## config.mk

```make
export PLATFORM = sky130hd
export DESIGN_NAME = imem_boot_loader
export DESIGN_NICKNAME = d
export VERILOG_FILES = /design/src/rtl/imem_boot_loader.sv
export SDC_FILE = /design/constraint.sdc
export NUM_CORES = 1
export LEC_CHECK = 0
export CAP_MARGIN = 5
export CORE_ASPECT_RATIO = 0.8
export CORE_UTILIZATION = 54
export CTS_BUF_LIST = sky130_fd_sc_hd__clkbuf_16
export DETAILED_ROUTE_END_ITERATION = 10
export GPL_TIMING_DRIVEN = 0
export MAX_ROUTING_LAYER = met4
export PLACE_DENSITY = 0.78
export SYNTH_ARGS = -nofsm -noshare
export SYNTH_HDL_FRONTEND = slang
export SYNTH_SLANG_ARGS = --single-unit
```

## constraint.sdc

```tcl
create_clock -name clk -period 3.4 [get_ports clk]
set_clock_uncertainty 0.2 [all_clocks]
set_input_delay 0.68 -clock clk [delete_from_list [all_inputs] [get_ports clk]]
set_output_delay 0.68 -clock clk [all_outputs]
set_load 0.005 [all_outputs]
```

## src/rtl/imem_boot_loader.sv

```systemverilog
// rtl/imem_boot_loader.sv - loads a framed program image from the UART byte stream into instruction memory
module imem_boot_loader #(
    parameter int          ADDR_W    = 8,
    parameter int          TIMEOUT   = 1000000,
    parameter logic [7:0]  SYNC_BYTE = 8'hA5
) (
    input  logic              clk,
    input  logic              reset,
    input  logic              start,
    input  logic [7:0]        rx_data,
    input  logic              rx_valid,
    input  logic [31:0]       cpu_pc,
    output logic [ADDR_W-1:0] imem_addr,
    output logic              imem_we,
    output logic [ADDR_W-1:0] imem_waddr,
    output logic [31:0]       imem_wdata,
    output logic              cpu_hold,
    output logic              boot_pulse,
    output logic              load_done,
    output logic              load_err
);

    localparam logic [2:0] S_IDLE  = 3'd0;
    localparam logic [2:0] S_SYNC  = 3'd1;
    localparam logic [2:0] S_LEN_H = 3'd2;
    localparam logic [2:0] S_LEN_L = 3'd3;
    localparam logic [2:0] S_DATA  = 3'd4;
    localparam logic [2:0] S_CSUM  = 3'd5;
    localparam logic [2:0] S_DONE  = 3'd6;
    localparam logic [2:0] S_ERR   = 3'd7;

    localparam int              TW      = $clog2(TIMEOUT + 1);
    localparam logic [16:0]     MAX_LEN = 17'd1 << ADDR_W;
    localparam logic [ADDR_W:0] ONE_W   = 1;

    logic [2:0]        state;
    logic [7:0]        len_h;
    logic [15:0]       len;
    logic [ADDR_W:0]   word_cnt;
    logic [1:0]        byte_cnt;
    logic [23:0]       shift;
    logic [7:0]        csum;
    logic [TW-1:0]     tmo_cnt;
    logic [15:0]       len_full;
    logic [ADDR_W:0]   word_next;
    logic              unused_pc_bits;

    assign len_full       = {len_h, rx_data};
    assign word_next      = word_cnt + ONE_W;
    assign imem_addr      = cpu_hold ? imem_waddr : cpu_pc[ADDR_W+1:2];
    assign unused_pc_bits = ^{cpu_pc[31:ADDR_W+2], cpu_pc[1:0]};

    always_ff @(posedge clk) begin
        if (!reset) begin
            state      <= S_IDLE;
            len_h      <= '0;
            len        <= '0;
            word_cnt   <= '0;
            byte_cnt   <= '0;
            shift      <= '0;
            csum       <= '0;
            tmo_cnt    <= '0;
            imem_we    <= 1'b0;
            imem_waddr <= '0;
            imem_wdata <= '0;
            cpu_hold   <= 1'b0;
            boot_pulse <= 1'b0;
            load_done  <= 1'b0;
            load_err   <= 1'b0;
        end else begin
            imem_we    <= 1'b0;
            boot_pulse <= 1'b0;
            case (state)
                S_IDLE, S_DONE, S_ERR: begin
                    // start has priority; a byte arriving alongside it is dropped
                    if (start) begin
                        state     <= S_SYNC;
                        cpu_hold  <= 1'b1;
                        load_done <= 1'b0;
                        load_err  <= 1'b0;
                        csum      <= '0;
                        byte_cnt  <= '0;
                        word_cnt  <= '0;
                        tmo_cnt   <= '0;
                    end
                end
                S_SYNC: begin
                    if (rx_valid && rx_data == SYNC_BYTE) begin
                        state   <= S_LEN_H;
                        tmo_cnt <= '0;
                    end
                end
                default: begin
                    if (rx_valid) begin
                        tmo_cnt <= '0;
                        if (state == S_LEN_H) begin
                            len_h <= rx_data;
                            state <= S_LEN_L;
                        end else if (state == S_LEN_L) begin
                            if (len_full == 16'd0 || {1'b0, len_full} > MAX_LEN) begin
                                state    <= S_ERR;
                                load_err <= 1'b1;
                            end else begin
                                len   <= len_full;
                                state <= S_DATA;
                            end
                        end else if (state == S_DATA) begin
                            shift    <= {shift[15:0], rx_data};
                            csum     <= csum ^ rx_data;
                            byte_cnt <= byte_cnt + 2'd1;
                            if (byte_cnt == 2'd3) begin
                                imem_wdata <= {shift, rx_data};
                                imem_waddr <= word_cnt[ADDR_W-1:0];
                                imem_we    <= 1'b1;
                                word_cnt   <= word_next;
                                if (17'(word_next) == {1'b0, len})
                                    state <= S_CSUM;
                            end
                        end else begin
                            if (rx_data == csum) begin
                                state      <= S_DONE;
                                cpu_hold   <= 1'b0;
                                boot_pulse <= 1'b1;
                                load_done  <= 1'b1;
                            end else begin
                                state    <= S_ERR;
                                load_err <= 1'b1;
                            end
                        end
                    end else if (tmo_cnt == TW'(TIMEOUT - 1)) begin
                        state    <= S_ERR;
                        load_err <= 1'b1;
                    end else if (tmo_cnt != TW'(TIMEOUT)) begin
                        tmo_cnt <= tmo_cnt + 1'b1;
                    end
                end
            endcase
        end
    end

endmodule

```

# == Yosys cells after proc, flatten, opt, wreduce, memory -nomap -nowiden ==
# Cells that the tools add are included.
# word_totals
regBits,135
inputBits,44
output_inout_bits,53
wordCells,139
# op_classes
addsub,3
n_lt_le_gt_ge,1
n_eq_ne,24
n_mux,62
bitwise_logic,9
n_reduce_logical,25
# ops
operator,count
20-bit two-way mux,5
9-bit two-way mux,6
8-bit two-way mux,6
20-bit case mux with 2 select lines,1
3-bit two-way mux,9
1-bit two-way mux,22
7-bit AND reduction,3
"20-bit by 1-bit adder with 20-bit output, second input constant",1
"20-bit == test, second input constant",1
"20-bit != test, second input constant",1
9-bit case mux with 2 select lines,1
9-bit OR reduction,2
9-bit by 16-bit == test with 1-bit output,1
"16-bit by 9-bit > comparator with 1-bit output, second input constant",1
16-bit logical NOT,1
8-bit case mux with 2 select lines,1
5-bit AND reduction,3
"7-bit by 4-bit != test with 1-bit output, second input constant",2
2-bit two-way mux,6
6-bit AND reduction,2
"9-bit by 1-bit adder with 9-bit output, second input constant",1
"3-bit == test, second input constant",3
8-bit == test,1
"8-bit == test, second input constant",1
24 further kinds,43

# == Logic depth before layout (Yosys ltp) ==
# Gate-level depths: netlist of the first run.
# logic_depth
word_depth,9
mapped_depth,10
ltp_nobuf,7

# == Worst setup path before layout of the first run ==
# Ideal clock, no wire load.
# synth_path
kind,input-to-reg
start,input port rx_data[3]
end,register tmo_cnt[15]
setup_ns,0.115
arrival_ns,2.654
setup_slack_ns,0.432
stages,7
cell_sequence,buf_2 -> or4_4 -> or3_1 -> a22o_4 -> o31ai_4 -> buf_6 -> nor2_1
# synth_via
elab_chain_cells,4
# synth_lines
item,line,rtl
from (decl),10,"input logic [7:0] rx_data,"
8-bit == test,88,if (rx_valid && rx_data == SYNC_BYTE) begin
1-bit logical AND,88,
2-bit != test (no source line),-,
4-bit AND reduction (no source line),-,
to (signal assigned),134,tmo_cnt <= tmo_cnt + 1'b1;
to (decl),43,logic [TW-1:0] tmo_cnt;
# No other way between the ends.
# A chain may end at the register's enable or synchronous reset.

# == Final worst setup path of the first run ==
# layout_path
start,register state[2]
end,register imem_waddr[2]
# layout_via
elab_chain_cells,4
word_cells_on_any_way,12
cone_classes,6 x eq/ne; 3 x bitwise; 3 x reduce/logical
# layout_lines
item,line,rtl
from (decl),36,logic [2:0] state;
from (signal assigned),55,state <= S_IDLE;
from (signal assigned),77,state <= S_SYNC;
from (signal assigned),89,state <= S_LEN_H;
3-bit by 1-bit == test with 1-bit output (tied with other cells),73,case (state)
4-bit OR reduction (no source line),-,
1-bit NOT (no source line),-,
6-bit AND reduction (no source line) *,-,
to (signal assigned),113,imem_waddr <= word_cnt[ADDR_W-1:0];
to (decl),15,"output logic [ADDR_W-1:0] imem_waddr,"
# Mark *: on every way between the ends. The rest lies on a longest branch, timed or not.

==> flow_summary.toml, run 1 <==
[setup_path]
reg2regPathDepth = 9
worstPathRequired_ns = 3.54
rr_endpoint = "imem_waddr[2]"
worstSetupPathType = "flop to flop"
reg2reg_setup_slack_ns = 0.31
setup.worst_path.end = "imem_waddr[2]"
endpoint_kind = "flop"
cp_max_fo = 10
arrival_ns = 3.23
start_kind = "flop"
cp-startpoint = "state[2]"
r2r-start = "state[2]"

[logic_synthesis]
synth_area_sq_mm = 0.00613
async_flop_share = 0
ys_seq_elements = 135
synth.yosys.seq_area_share = 0.441
synth_edf_count = 0
syn_inst = 750
avgSynthCellArea_sq_um = 8.17
synthFlopType = "dfxtp_1"
yosys_warnings = 0
synthTopCellsByArea = "dfxtp_1 (44%), nand2_1 (9.9%), a21oi_1 (8.4%)"
yosys.area.top_type = "dfxtp_1"
yosysTopAreaCellShare = 0.441
synth_cell_types = 65
syn_nets = 799

[power]
clkPwrFrac = 0.441
p_sw_mw = 1.34
ir_drop_v = 0.000577
cellPowerDensity_mw_per_mm2 = 605
swShare = 0.292
p_leak_nw = 2.55
power_frac_comb = 0.201
seqPwrFrac = 0.358
internal_power_mw = 3.26

[floorplan]
die_y_microns = 97.3
coreArea_sq_mm = 0.0110
initial_core_util = 0.558
ios = 97
rows = 34
dieArea_sq_mm = 0.0118
die_x_microns = 121

[drt]
dr.pass1.iters = 5
via_count = 5799
detail_route.wl_per_cell_microns = 16.9
drc = 0
drt_iter0_markers = 563
drt_wl_total_microns = 16700
via_per_inst = 5.86
ant_nets = 0

[sta]
rsz0062_at_grt = "no"
period_needed_ns = 3.09
finalHoldViolations = 0
period_share = 0.910
worst_pin_slew_ns = 0.751
drv_slew = 0
fin_ws_ns = 0.307
finalSetupTns_ns = 0
slew_headroom = 0.499
setup_viol = 0
max_freq_mhz = 323

[clocking]
ctsResizeCount = 1
cts.root.buffer_cell = "clkbuf_16"
clk_latency_ns = 0.42
clkSinkCount = 135
cts_max_level = 4
clkTransAtPathRegs_ns = 0.06
cts_hold_buf = 0
clock_path_buffers = 2
post_cts_buffers = 0
cts_tree = "built"
cts-buffers-inserted = 17

[global_routing]
grt_antenna_before_repair = 0
grt_util_all_layers = 0.305
grt_max_degree = 17
overflow = 0
grt_pass1_vias = 5426
grt_pass1_wl_microns = 27300

[layout]
drive_gt1_frac = 0.0899
layout.nets = 881
antenna_cells = 0
seqCellArea_sq_mm = 0.00270
utilization = 0.693
final_common_cell = "nand2_1"
area_delta_synth_final_pct = 24.1
most-common-layout-cells = "nand2_1 (162), dfxtp_1 (135), a21oi_1 (103)"
multi_input_area_sq_mm = 0.00315
final.fill_count = 859

[placed_design]
gp_congestion = 0.949
post-place-ws_ns = -0.195
io_buffers = 63
dp_hpwl_microns = 11500

[run]
drv_cap = 0

[hold_path]
hp-class = "flop to flop"
whs_path_depth = 2

[outcome]
status = "finished clean"
per-layer routing:
| metal | vias to the layer above | wire, microns | GRT usage |
|---|---|---|---|
| li1 | 2739 | - | - |
| met1 | 2807 | 7460 | 0.404 |
| met2 | 232 | 7800 | 0.471 |
| met3 | 21 | 1220 | 0.0698 |
| met4 | 0 | 197 | 0.0731 |
| met5 | - | 0 | - |
state kept, by name, indices dropped and copies added (netlist names):
signal      cells
word_cnt        9
csum            8
load_err        1
byte_cnt        2
load_done       1
len_h           8
imem_wdata     32
shift          24
state           3
len            16
tmo_cnt        20
imem_we         1
imem_waddr      8
cpu_hold        1
boot_pulse      1
cell usage after synthesis, types with 2 or more instances:
| cell | count |
|---|---|
| dfxtp_1 | 135 |
| nand3_1 | 26 |
| and2_1 | 3 |
| nor3_1 | 17 |
| ha_1 | 5 |
| nand3b_1 | 9 |
| nand4_1 | 14 |
| o211ai_1 | 2 |
| a31oi_1 | 2 |
| or4_1 | 2 |
| nor4_2 | 6 |
| nor2b_1 | 3 |
| nand2_1 | 162 |
| a21o_1 | 2 |
| o21ai_0 | 21 |
| o32ai_1 | 2 |
| xor2_1 | 4 |
| xnor2_1 | 33 |
| and4_1 | 2 |
| a211oi_1 | 2 |
| nand2b_1 | 4 |
| nor2_1 | 48 |
| clkbuf_1 | 45 |
| buf_6 | 3 |
| mux2i_1 | 9 |
| mux2_2 | 10 |
| nor3b_1 | 4 |
| and3_1 | 11 |
| buf_2 | 4 |
| nor4b_1 | 2 |
| nor2_2 | 6 |
| a21oi_1 | 103 |
| inv_1 | 9 |
| a311oi_1 | 2 |
| nor4_1 | 8 |
worst max-delay path, stage by stage, from the launching register on:
cell	delay [ns]
dfxtp_1	0.30
clkbuf_1	0.27
inv_1	0.16
ha_1	0.42
nor4_4	0.54
and2_0	0.19
clkbuf_1	0.27
clkbuf_1	0.40
nand2_1	0.13
a21oi_1	0.13
worst min-delay path by stage:
stage / slack (ns) / from / end
after floorplan: 0.23 / shift[16] / imem_wdata[24]
after global placement: 0.24 / shift[21] / imem_wdata[29]
after detailed placement: 0.25 / imem_wdata[31] / imem_wdata[31]
after CTS: 0.26 / imem_wdata[31] / imem_wdata[31]
after global routing: 0.28 / imem_wdata[31] / imem_wdata[31]
final: 0.25 / imem_wdata[31] / imem_wdata[31]
power by group through the flow:
stage                     Clock (mW)  Combinational [mW]  Sequential, mW
after global placement             0               0.873            1.68
after CTS                       2.04               0.905            1.65
after detailed placement           0               0.889            1.68
final                           2.03               0.926            1.65
after floorplan                    0               0.633            1.67
after global routing            2.11                1.00            1.65
cell type report:
type,count,share of cell area
tap,144,0.0237
inverter,10,0.00494
clock buffer,17,0.0559
sequential,135,0.355
clock inverter,15,0.0298
timing repair buffer,63,0.0829
multi-input combinational,550,0.414
buffer,55,0.0336
stage by stage:
stage	cells	power (mW)	hold WS (ns)	instance area [sq um]
floorplan	750	2.31	0.232	6130
global placement	957	2.55	0.242	6940
detailed placement	957	2.57	0.248	6940
CTS	989	4.59	0.256	7590
global route	989	4.77	0.276	7600
finish	989	4.60	0.253	7600
logic make-up after synthesis:
| logic type | synth area share |
|---|---|
| buf+inv | 0.0476 |
| mux | 0.0331 |
| compound gates | 0.138 |
| simple gates | 0.277 |
| flops | 0.441 |
| fa+ha+maj | 0.0102 |
| xor+xnor | 0.0529 |
(Power assumes the default switching activity.)
==> run 2: changes to the inputs <==
--- a/constraint.sdc
+++ b/constraint.sdc
@@ -4,2 +4,2 @@
 set_output_delay 0.68 -clock clk [all_outputs]
-set_load 0.005 [all_outputs]
+set_load 0.02 [all_outputs]
==> results of run 2 <==
Same layout as run 1 (identical final DEF). Status: finished clean.
Among the figures that moved: total power 4.60 mW -> 4.63 mW
